==> src/rtl/code_sequencer_pkg.sv <==
// code_sequencer_pkg
// Shared definitions for the code sequencer: default widths of the select
// code and the dwell field, and the FSM state encoding.
package code_sequencer_pkg;

    localparam int CODE_W_DEF  = 4;
    localparam int DWELL_W_DEF = 8;

    typedef enum logic [1:0] {
        IDLE = 2'b00,
        RUN  = 2'b01,
        DONE = 2'b10
    } state_t;

endpackage

==> src/rtl/code_sequencer_if.sv <==
// code_sequencer_if
// Control/status bundle between the controlling logic (master) and the
// code sequencer (slave).
//   start, stop      : sequence control
//   dir, mode        : 0/1 = up/down, one-shot/continuous
//   first, last      : code range
//   dwell            : extra hold cycles per code
//   code, code_valid : select code toward the decoder and its qualifier
//   busy, done       : status, done is a one-cycle pulse
interface code_sequencer_if
    import code_sequencer_pkg::*;
#(
    parameter int CODE_W  = CODE_W_DEF,
    parameter int DWELL_W = DWELL_W_DEF
) ();

    logic               start;
    logic               stop;
    logic               dir;
    logic               mode;
    logic [CODE_W-1:0]  first;
    logic [CODE_W-1:0]  last;
    logic [DWELL_W-1:0] dwell;
    logic [CODE_W-1:0]  code;
    logic               code_valid;
    logic               busy;
    logic               done;

    modport master (
        output start, stop, dir, mode, first, last, dwell,
        input  code, code_valid, busy, done
    );

    modport slave (
        input  start, stop, dir, mode, first, last, dwell,
        output code, code_valid, busy, done
    );

endinterface

==> src/rtl/code_sequencer_dwell_timer.sv <==
// dwell_timer
// Loadable down-counter that times how long each code is held.
//   clk, rst : clock, asynchronous active-high reset
//   load     : load value (has priority over en)
//   value    : reload value
//   en       : decrement by one; the counter never goes below zero
//   zero     : count == 0
module dwell_timer
#(
    parameter int DWELL_W = 8
) (
    input  logic               clk,
    input  logic               rst,
    input  logic               load,
    input  logic [DWELL_W-1:0] value,
    input  logic               en,
    output logic               zero
);

    logic [DWELL_W-1:0] count_reg;

    always_ff @(posedge clk or posedge rst) begin
        if (rst) begin
            count_reg <= '0;
        end else if (load) begin
            count_reg <= value;
        end else if (en && (count_reg != '0)) begin
            count_reg <= count_reg - DWELL_W'(1);
        end
    end

    assign zero = (count_reg == '0);

endmodule

==> src/rtl/code_sequencer.sv <==
// code_sequencer
// Generates the 4-bit select code for the 4-to-16 decoder. Steps from first
// to last (up or down, modulo 2^CODE_W), holding each code dwell+1 cycles,
// either once (with a done pulse) or looping until stopped.
//   clk, rst : clock, asynchronous active-high reset
//   bus      : code_sequencer_if slave (start/stop/config in, code/status out)
// code[3]=A (MSB) .. code[0]=D feed the decoder inputs directly.
module code_sequencer
    import code_sequencer_pkg::*;
#(
    parameter int CODE_W  = CODE_W_DEF,
    parameter int DWELL_W = DWELL_W_DEF
) (
    input  logic            clk,
    input  logic            rst,
    code_sequencer_if.slave bus
);

    state_t             state_reg, state_next;
    logic [CODE_W-1:0]  code_reg, code_next;
    logic [CODE_W-1:0]  first_reg, last_reg;
    logic [DWELL_W-1:0] dwell_reg;
    logic               dir_reg, mode_reg;
    logic               valid_reg, busy_reg, done_reg;

    logic               timer_load, timer_en, timer_zero;
    logic [DWELL_W-1:0] timer_value;
    logic               accept;

    // start is only honoured in IDLE; stop is not looked at there.
    assign accept = (state_reg == IDLE) && bus.start;

    // Configuration is captured once per sequence so the inputs may change
    // freely while running.
    always_ff @(posedge clk or posedge rst) begin
        if (rst) begin
            first_reg <= '0;
            last_reg  <= '0;
            dwell_reg <= '0;
            dir_reg   <= 1'b0;
            mode_reg  <= 1'b0;
        end else if (accept) begin
            first_reg <= bus.first;
            last_reg  <= bus.last;
            dwell_reg <= bus.dwell;
            dir_reg   <= bus.dir;
            mode_reg  <= bus.mode;
        end
    end

    dwell_timer #(.DWELL_W(DWELL_W)) u_dwell_timer (
        .clk   (clk),
        .rst   (rst),
        .load  (timer_load),
        .value (timer_value),
        .en    (timer_en),
        .zero  (timer_zero)
    );

    always_comb begin
        state_next  = state_reg;
        code_next   = code_reg;
        timer_load  = 1'b0;
        timer_en    = 1'b0;
        timer_value = dwell_reg;
        case (state_reg)
            IDLE: begin
                code_next = '0;
                if (bus.start) begin
                    state_next  = RUN;
                    code_next   = bus.first;
                    timer_load  = 1'b1;
                    timer_value = bus.dwell;   // latched copy not yet valid
                end
            end
            RUN: begin
                if (bus.stop) begin
                    // Abort wins over any advance or terminal event.
                    state_next = IDLE;
                    code_next  = '0;
                end else if (!timer_zero) begin
                    timer_en = 1'b1;
                end else if (code_reg != last_reg) begin
                    code_next  = dir_reg ? code_reg - CODE_W'(1) : code_reg + CODE_W'(1);
                    timer_load = 1'b1;
                end else if (mode_reg) begin
                    code_next  = first_reg;
                    timer_load = 1'b1;
                end else begin
                    state_next = DONE;
                    code_next  = '0;
                end
            end
            DONE: begin
                state_next = IDLE;
                code_next  = '0;
            end
            default: begin
                state_next = IDLE;
                code_next  = '0;
            end
        endcase
    end

    // Status outputs are registered from the next state so they line up
    // with state_reg and the code register.
    always_ff @(posedge clk or posedge rst) begin
        if (rst) begin
            state_reg <= IDLE;
            code_reg  <= '0;
            valid_reg <= 1'b0;
            busy_reg  <= 1'b0;
            done_reg  <= 1'b0;
        end else begin
            state_reg <= state_next;
            code_reg  <= code_next;
            valid_reg <= (state_next == RUN);
            busy_reg  <= (state_next == RUN);
            done_reg  <= (state_next == DONE);
        end
    end

    assign bus.code       = code_reg;
    assign bus.code_valid = valid_reg;
    assign bus.busy       = busy_reg;
    assign bus.done       = done_reg;

endmodule
==> src/flat_wrapper.sv <==
// flat-port wrapper written by rule: the top's interface ports become plain ports
module code_sequencer_flat import code_sequencer_pkg::*;
#(
    parameter int CODE_W  = CODE_W_DEF,
    parameter int DWELL_W = DWELL_W_DEF
)
  (clk, rst, bus_start, bus_stop, bus_dir, bus_mode, bus_first, bus_last, bus_dwell, bus_code, bus_code_valid, bus_busy, bus_done);
  code_sequencer_if #(.CODE_W(CODE_W), .DWELL_W(DWELL_W)) bus_i ();
  input  logic clk;
  input  logic rst;
  input wire logic [$bits(bus_i.start)-1:0] bus_start;
  input wire logic [$bits(bus_i.stop)-1:0] bus_stop;
  input wire logic [$bits(bus_i.dir)-1:0] bus_dir;
  input wire logic [$bits(bus_i.mode)-1:0] bus_mode;
  input wire logic [$bits(bus_i.first)-1:0] bus_first;
  input wire logic [$bits(bus_i.last)-1:0] bus_last;
  input wire logic [$bits(bus_i.dwell)-1:0] bus_dwell;
  output wire logic [$bits(bus_i.code)-1:0] bus_code;
  output wire logic [$bits(bus_i.code_valid)-1:0] bus_code_valid;
  output wire logic [$bits(bus_i.busy)-1:0] bus_busy;
  output wire logic [$bits(bus_i.done)-1:0] bus_done;
  assign bus_i.start = bus_start;
  assign bus_i.stop = bus_stop;
  assign bus_i.dir = bus_dir;
  assign bus_i.mode = bus_mode;
  assign bus_i.first = bus_first;
  assign bus_i.last = bus_last;
  assign bus_i.dwell = bus_dwell;
  assign bus_code = bus_i.code;
  assign bus_code_valid = bus_i.code_valid;
  assign bus_busy = bus_i.busy;
  assign bus_done = bus_i.done;
  code_sequencer #(.CODE_W(CODE_W), .DWELL_W(DWELL_W)) u_core (.clk(clk), .rst(rst), .bus(bus_i));
endmodule
==> config.mk <==
export PLATFORM = sky130hd
export DESIGN_NAME = code_sequencer_flat
export DESIGN_NICKNAME = d
export VERILOG_FILES = /design/src/rtl/code_sequencer_pkg.sv /design/src/rtl/code_sequencer_if.sv /design/src/rtl/code_sequencer_dwell_timer.sv /design/src/rtl/code_sequencer.sv /design/src/flat_wrapper.sv
export SDC_FILE = /design/constraint.sdc
export NUM_CORES = 1
export LEC_CHECK = 0
export ABC_CLOCK_PERIOD_IN_PS = 2500
export CORE_MARGIN = 3
export CORE_UTILIZATION = 53
export CTS_CLUSTER_SIZE = 28
export DETAILED_ROUTE_END_ITERATION = 8
export GPL_TIMING_DRIVEN = 0
export HOLD_SLACK_MARGIN = 0.03
export PLACE_DENSITY_LB_ADDON = 0.15
export SYNTH_ARGS = -nofsm -noshare
export SYNTH_HDL_FRONTEND = slang
export SYNTH_SLANG_ARGS = --single-unit
export TNS_END_PERCENT = 10
==> constraint.sdc <==
create_clock -name clk -period 2.5 [get_ports clk]
set_clock_uncertainty 0.2 [all_clocks]
set_input_delay 0.375 -clock clk [delete_from_list [all_inputs] [get_ports clk]]
set_output_delay 0.375 -clock clk [all_outputs]
set_load 0.03 [all_outputs]
**After elaboration in Yosys (flattened, before gate mapping)**

Index checks and enable logic that the tools add are counted.

- Word-level logic and storage cells: 50
- Bits in registers: 34
- Output and inout bits: 7
- Bits of input ports: 22

- Reduce and logical (&&, ||, !) cells: 6
- Equal/unequal tests: 5
- Add/sub/neg operators: 3
- Multiplexer cells: 26

Operator list:

| operator | count |
|---|---|
| 2-to-1 mux 8 bit | 4 |
| 2-to-1 mux 4 bit | 6 |
| 2-to-1 mux 2 bit | 5 |
| zero test 8 bit | 1 |
| 2-to-1 mux 1 bit | 8 |
| one-hot mux 4 bit (2 select lines) | 1 |
| nonzero test 8 bit | 1 |
| subtractor 8 x 1 -> 8 bit (second input constant) | 1 |
| adder 4 x 1 -> 4 bit (second input constant) | 1 |
| equality test 2 x 1 -> 1 bit (second input constant) | 2 |
| inequality test 4 bit | 1 |
| one-hot mux 2 bit (2 select lines) | 1 |
| subtractor 4 x 1 -> 4 bit (second input constant) | 1 |
| inequality test 3 x 2 -> 1 bit (second input constant) | 1 |
| equality test 2 bit (second input constant) | 1 |
| logical AND 1 bit | 2 |
| zero test 2 bit | 1 |
| one-hot mux 1 bit (2 select lines) | 1 |
| nonzero test 2 bit | 1 |

**Logic depth before layout (Yosys ltp)**

Gate-level depths: netlist of the first run.

- Depth in word-level cells: 7
- Gate-level depth with buffers: 8
- Depth with buffers taken out: 8

**Modules after synthesis**

From an unflattened synthesis of the first run, not the netlist that was laid out.

- Cells, all modules: 191
- Area total of the unflattened synthesis: 1750.4 µm²

Modules (own cells, without submodules):

| module | cells each | times used | area each (µm²) |
|---|---|---|---|
| code_sequencer | 138 | 1 | 1255.0 |
| dwell_timer | 53 | 1 | 495.5 |

**Worst setup path after synthesis of the first run**

Ideal clock, no wire load.

- Path kind: register to register
- Start point: register u_core.u_dwell_timer.count_reg[0]
- End point: register u_core.u_dwell_timer.count_reg[4]
- Setup time: 0.121 ns
- Arrival time: 1.890 ns
- Setup slack: 0.289 ns
- Cell stages (with the launch flop): 9
- Path buffers: 1
- Data required time: 2.179 ns
- Cell sequence: dfrtp_1 -> inv_1 -> ha_1 -> nor4b_4 -> nand3_1 -> o21ai_2 -> buf_6 -> mux2_1 -> a22o_1

- Cells in the longest elaborated chain, start to end: 6

RTL lines:

| item | RTL line | text |
|---|---|---|
| from (decl) | code_sequencer_dwell_timer.sv:20 | `logic [DWELL_W-1:0] count_reg;` |
| from (signal assigned) | code_sequencer_dwell_timer.sv:26 | `count_reg <= value;` |
| from (signal assigned) | code_sequencer_dwell_timer.sv:28 | `count_reg <= count_reg - DWELL_W'(1);` |
| parallel branches: the longest is 6 deep, another holds subtractor 8 x 1 -> 8 bit | -- |  |

Several ways; the timed one is not identified. The select of a mux whose other input is x is not followed.
A chain may end at the register's enable or synchronous reset.

**Worst setup path after layout of the first run**

- Start point: register u_core.u_dwell_timer.count_reg[0]
- End point: register u_core.u_dwell_timer.count_reg[6]

Same word-level chain as after synthesis.

==> results of run 1 <==
per-stage QoR:
stage / util [%] / setup slack (ns) / hold WS [ns] / std cells / instance area, um^2
6_report: 72.1 / 0.162 / 0.0968 / 238 / 2270
5_1_grt: 72.1 / -0.00174 / 0.100 / 238 / 2270
4_1_cts: 70.2 / 0.0478 / 0.314 / 233 / 2210
3_5_place_dp: 67.7 / -0.193 / 0.290 / 225 / 2130
3_3_place_gp: 67.7 / -0.188 / 0.271 / 225 / 2130
2_1_floorplan: - / 0.289 / 0.246 / 153 / 1800
worst max-delay path, stage by stage (launching register included):
cell and delay (ns):
dfrtp_1 0.41, inv_1 0.10, ha_2 0.21, nor4b_4 0.33
nand3_1 0.15, o21ai_2 0.19, buf_4 0.14, mux2_2 0.32
o22a_1 0.19
cells in the mapped netlist, types with 3 or more instances:
library cell / n / share of area, %
o21ai_0: 4 / 1.1
inv_1: 8 / 1.7
mux2_2: 18 / 11
xnor2_1: 7 / 3.4
ha_1: 3 / 2.1
mux2i_1: 4 / 2.2
a21oi_1: 4 / 1.1
nor2_1: 7 / 1.5
nand2_1: 10 / 2.1
dfrtp_1: 34 / 47
o2bb2ai_1: 4 / 1.9
nor4_1: 3 / 1.0
a22o_1: 3 / 1.5
placed cells by master, fill, tap and decap left out, drive strengths merged:
cell | netlist | routed
o21ai | 6 | 6
and4 | 1 | 1
o31ai | 1 | 1
nor3b | 4 | 4
nand4 | 1 | 1
buf | 5 | 10
a31oi | 2 | 2
clkinv | 0 | 1
nand3 | 2 | 2
nor3 | 2 | 2
and3 | 1 | 1
a21oi | 5 | 5
a2bb2oi | 1 | 1
a41oi | 1 | 1
clkbuf | 1 | 9
nor4 | 3 | 3
fa | 1 | 1
o221ai | 1 | 1
or3b | 1 | 1
ha | 3 | 3
o22a | 2 | 2
nor4b | 1 | 1
nor2 | 8 | 8
mux2i | 4 | 4
and2 | 2 | 2
a221oi | 1 | 1
mux2 | 19 | 19
nor2b | 2 | 2
a31o | 1 | 1
inv | 9 | 8
dfrtp | 34 | 34
a32oi | 1 | 1
a22o | 3 | 3
xor2 | 1 | 1
o2bb2ai | 4 | 4
nand2 | 10 | 10
a21o | 1 | 1
xnor2 | 7 | 7
clkdlybuf4s50 | 0 | 28
a211oi | 1 | 1
metal layers:
| layer | track usage, % | vias up |
|---|---|---|
| met4 | 8.44 | 0 |
| li1 | - | 641 |
| met1 | 24.7 | 639 |
| met5 | 0 | - |
| met3 | 5.98 | 9 |
| met2 | 30.2 | 44 |
kinds of logic after synthesis:
group                      after synthesis  share of synthesized area [%]
muxes                                   23                           14.1
DFF                                     34                           47.3
xor gates and xnor gates                 8                           3.90
AOI/OAI and AO/OA                       31                           13.3
buffers and inverters                   15                           4.11
and+or+nand+nor                         38                           14.1
adders and majority gates                4                           3.20
report_power, final:
group | leakage, nW | switching (mW) | internal (mW)
Clock | 0.0446 | 0.190 | 0.192
Sequential | 0.408 | 0.215 | 0.810
Combinational | 0.492 | 0.688 | 0.716
Total | 0.945 | 1.09 | 1.72
cell type report:
cell class	instances	area, um^2	share of cell area [%]
sequential	34	851	37.4
tap	44	55.1	2.42
inverter	9	33.8	1.49
multi-input combinational	104	876	38.5
timing repair buffer	33	338	14.9
clock buffer	8	78.8	3.47
buffer	6	40.0	1.76
how the worst max path moves through the flow:
stage	start	to	slack [ns]	depth (start not counted)
finish	u_core.u_dwell_timer.count_reg[0]	u_core.u_dwell_timer.count_reg[6]	0.16	8
global route	u_core.u_dwell_timer.count_reg[0]	u_core.u_dwell_timer.count_reg[6]	-0.002	8
global placement	bus_start	u_core.u_dwell_timer.count_reg[0]	-0.19	5
floorplan	u_core.u_dwell_timer.count_reg[0]	u_core.u_dwell_timer.count_reg[4]	0.29	8
CTS	u_core.u_dwell_timer.count_reg[0]	u_core.u_dwell_timer.count_reg[4]	0.05	8
detailed placement	bus_start	u_core.u_dwell_timer.count_reg[0]	-0.19	5
what timing repair did:
action / in CTS / in global routing
setup endpoints to repair: 0 / 1
setup buffers: 0 / 4
gates resized for setup: 0 / 1
==> results.yml, run 1 <==
status:
  outcome: "complete, no violations"
cts:
  cts_buffer_depth: 2
  htree_num_levels: 2
  clkTransAtPathRegs_ns: 0.10
  insertion_delay_ns: 0.35
  clock_sinks: 34
  numCtsBuffers: 5
  ctsHoldBuffers: 0
  cts_tree: "done"
  root_buffer: "clkbuf_4"
run:
  cap_violations: 0
floorplanning:
  start_util_pct: 57.0
  die_area_um2: 4130
  rows: 20
  design.core.area_um2: 3150
  die_w_um: 64.2
  die_y_um: 64.2
  io_pins: 29
critical_path:
  cp.required_ns: 2.55
  r2r_slack_ns: 0.16
  worst-path-max-fanout: 5
  reg2reg_depth: 8
  reg2reg_from: "u_core.u_dwell_timer.count_reg[0]"
  start_kind: "register"
  path_class: "reg -> reg"
  endpoint_kind: "register"
  arrival_ns: 2.39
  reg2reg_to: "u_core.u_dwell_timer.count_reg[6]"
route:
  num_vias: 1333
  route.met3.wl_um: 240
  routed_wl_um: 3550
  wl_per_cell_um: 14.9
  detail_route.iter0.violations: 61
  met1Wirelength_um: 1580
  drc: 0
  drtPass1Iterations: 4
  vias_per_cell: 5.60
  postRouteAntennaNets: 0
  highest_layer: "met4"
  wl_met2_um: 1640
sta:
  fin_setup_tns_ns: 0
  fmaxAchievable_mhz: 428
  min_period_over_period_pct: 93.5
  hold_violations: 0
  fin_crit_ns: 2.34
  setup_viol_count_final: 0
  tightestPinTransition_ns: 0.625
  drv_slew: 0
  max_slew_margin_pct: 58.1
hold_path:
  hp-class: "in -> async"
pwr:
  p_per_area_nw_per_um2: 1240
  ir_drop_mv: 0.735
  power_mw: 2.81
  p_leak_nw: 0.945
yosys:
  yosysSeqAreaShare_pct: 47.3
  yosys_register_bits: 34
  syn_inst: 153
  synth_nets: 179
  ys_types: 49
  synth_top_flop_cell: "dfrtp_1"
  synth-async-reset-ratio_pct: 100
  synth_warnings: 0
  synth_enable_flop_cells: 0
  syn_area_um2: 1800
  syn_area_per_cell_um2: 11.8
placement:
  port_buffers: 28
  routabilityCongestion: 0.786
  dp_hpwl_um: 2560
finish:
  fillers: 242
  areaGrowthSynthToFinish_pct: 26.4
  fin_nets: 219
  diodes: 0
  final_layout_size_suffix_gt1_share_pct: 25.8
global_routing:
  grt_max_degree: 35
  grt_util_all_layers_pct: 19.4
  antenna_found_initial: 0
  grt_first_pass_wirelength_um: 6120
  grt_pass1_vias: 1346
  gr-total-overflow: 0
(Power assumes the default switching activity.)
==> run 2: changes to the inputs <==
- PLACE_DENSITY: not set -> 0.83
- PLACE_DENSITY_LB_ADDON: 0.15 -> not set
==> run 2 against run 1 <==
Critical path depth unchanged; via count down 0.75%; cell area down 2.5%; non-clock buffer count down 2; global-route usage up 0.35 points; power down 3.0%; sequential power about the same; sequential cell count unchanged; die area unchanged; fmax down 1.0%.
==> results.yml, run 2 (synthesized netlist as in run 1, its figures left out) <==
sta:
  setup_viol_count_final: 0
  layout_setup_ws_ns: 0.137
  hold_violations: 0
  fin_crit_ns: 2.36
  fin_setup_tns_ns: 0
  max_slew_margin_pct: 53.3
  tightestPinTransition_ns: 0.699
  min_period_over_period_pct: 94.5
  drv_slew: 0
  fmaxAchievable_mhz: 423
critical_path:
  critPathMaxStageDelay_ns: 0.41
  cp.depth: 8
  path_class: "reg -> reg"
  endpoint_kind: "register"
  arrival_ns: 2.40
  path_cells: "inv_1 -> ha_2 -> nor4b_4 -> nand3_1 -> o21ai_2 -> buf_4 -> mux2_2 -> o22a_1"
  worst_path_max_delay_cell: "dfrtp_1"
  cp.required_ns: 2.54
  worst-path-max-fanout: 6
  r2r_slack_ns: 0.14
  critPathTopFamily: "simple AND/OR/NAND/NOR gates"
  start_kind: "register"
  critPathBufInv: 2
  reg2reg_to: "u_core.u_dwell_timer.count_reg[5]"
  reg2reg_depth: 8
  reg2reg_from: "u_core.u_dwell_timer.count_reg[0]"
cts:
  cts_buffer_depth: 2
  clock_sinks: 34
  htree_num_levels: 2
  clkTransAtPathRegs_ns: 0.10
  ctsHoldBuffers: 0
  root_buffer: "clkbuf_4"
  numCtsBuffers: 5
  insertion_delay_ns: 0.34
  cts_tree: "done"
placement:
  pre_cts_ws_ns: -0.175
  port_buffers: 28
  post-place-cells: 225
  dp_hpwl_um: 2670
  routabilityCongestion: 0.796
route:
  drc: 0
  drtPass1Iterations: 4
  postRouteAntennaNets: 0
  vias_per_cell: 5.63
  num_vias: 1323
  detail_route.iter0.violations: 42
  wl_per_cell_um: 15.5
  routed_wl_um: 3640
finish:
  final_common_cell: "dfrtp_1"
  fin_nets: 217
  areaGrowthSynthToFinish_pct: 23.2
  final_cell_mix: "dfrtp_1 (34), clkdlybuf4s50_1 (28), mux2_2 (18)"
  final_cells: 235
  final_layout_size_suffix_gt1_share_pct: 24.1
  diodes: 0
global_routing:
  grt_util_all_layers_pct: 19.7
  gr-total-overflow: 0
  grt_max_degree: 35
  grt_first_pass_wirelength_um: 6340
  grt_pass1_vias: 1379
  antenna_found_initial: 0
pwr:
  ir_drop_mv: 0.630
  p_per_area_nw_per_um2: 1230
  power_mw: 2.73
  p_leak_nw: 0.914
floorplanning:
  die_area_um2: 4130
  die_y_um: 64.2
  die_w_um: 64.2
  io_pins: 29
  start_util_pct: 57.0
  rows: 20
  design.core.area_um2: 3150
hold_path:
  hp-class: "in -> async"
status:
  outcome: "complete, no violations"
run:
  cap_violations: 0
run 2: changes by cell type in the layout (fill, tap and decap cells not counted), sizes merged:
cell and delta:
buf -2, clkbuf -1, clkinv -1, inv +1
run 2: final cells by class:
cell class	instances	area [um^2]
sequential	34	851
timing repair buffer	31	315
multi-input combinational	104	876
buffer	6	40.0
clock buffer	7	45.0
fill	273	937
tap	44	55.1
inverter	9	33.8
run 2: how the worst max path moves through the flow:
stage	start	endpoint	slack [ns]
6_report	u_core.u_dwell_timer.count_reg[0]	u_core.u_dwell_timer.count_reg[5]	0.14
3_5_place_dp	bus_start	u_core.u_dwell_timer.count_reg[0]	-0.18
3_3_place_gp	bus_start	u_core.u_dwell_timer.count_reg[0]	-0.17
2_1_floorplan	u_core.u_dwell_timer.count_reg[0]	u_core.u_dwell_timer.count_reg[4]	0.29
5_1_grt	u_core.u_dwell_timer.count_reg[1]	u_core.u_dwell_timer.count_reg[6]	-0.007
4_1_cts	u_core.u_dwell_timer.count_reg[1]	u_core.u_dwell_timer.count_reg[4]	0.03
run 2: repair_timing:
item                                    in CTS  in global routing
endpoints found under the setup margin       0                  1
gates resized for setup                      0                  1
setup buffers                                0                  3
run 2: stage by stage:
stage	area (um^2)	util [%]	hold slack [ns]
CTS	2180	69.1	0.303
global route	2220	70.3	0.312
floorplan	1800	-	0.246
global placement	2130	67.7	0.269
finish	2220	70.3	0.259
detailed placement	2130	67.7	0.281
run 2: layer usage:
layer	vias to the layer above	GRT usage (%)	share of wire, %
met5	-	0	0
met4	0	6.07	1.3
met2	29	33.1	50
li1	629	-	-
met3	6	5.98	5.5
met1	659	24.2	43
run 2: report_power, final:
group          internal [mW]  switching (mW)
logic                  0.721           0.699
registers              0.810           0.215
clock network          0.106           0.175
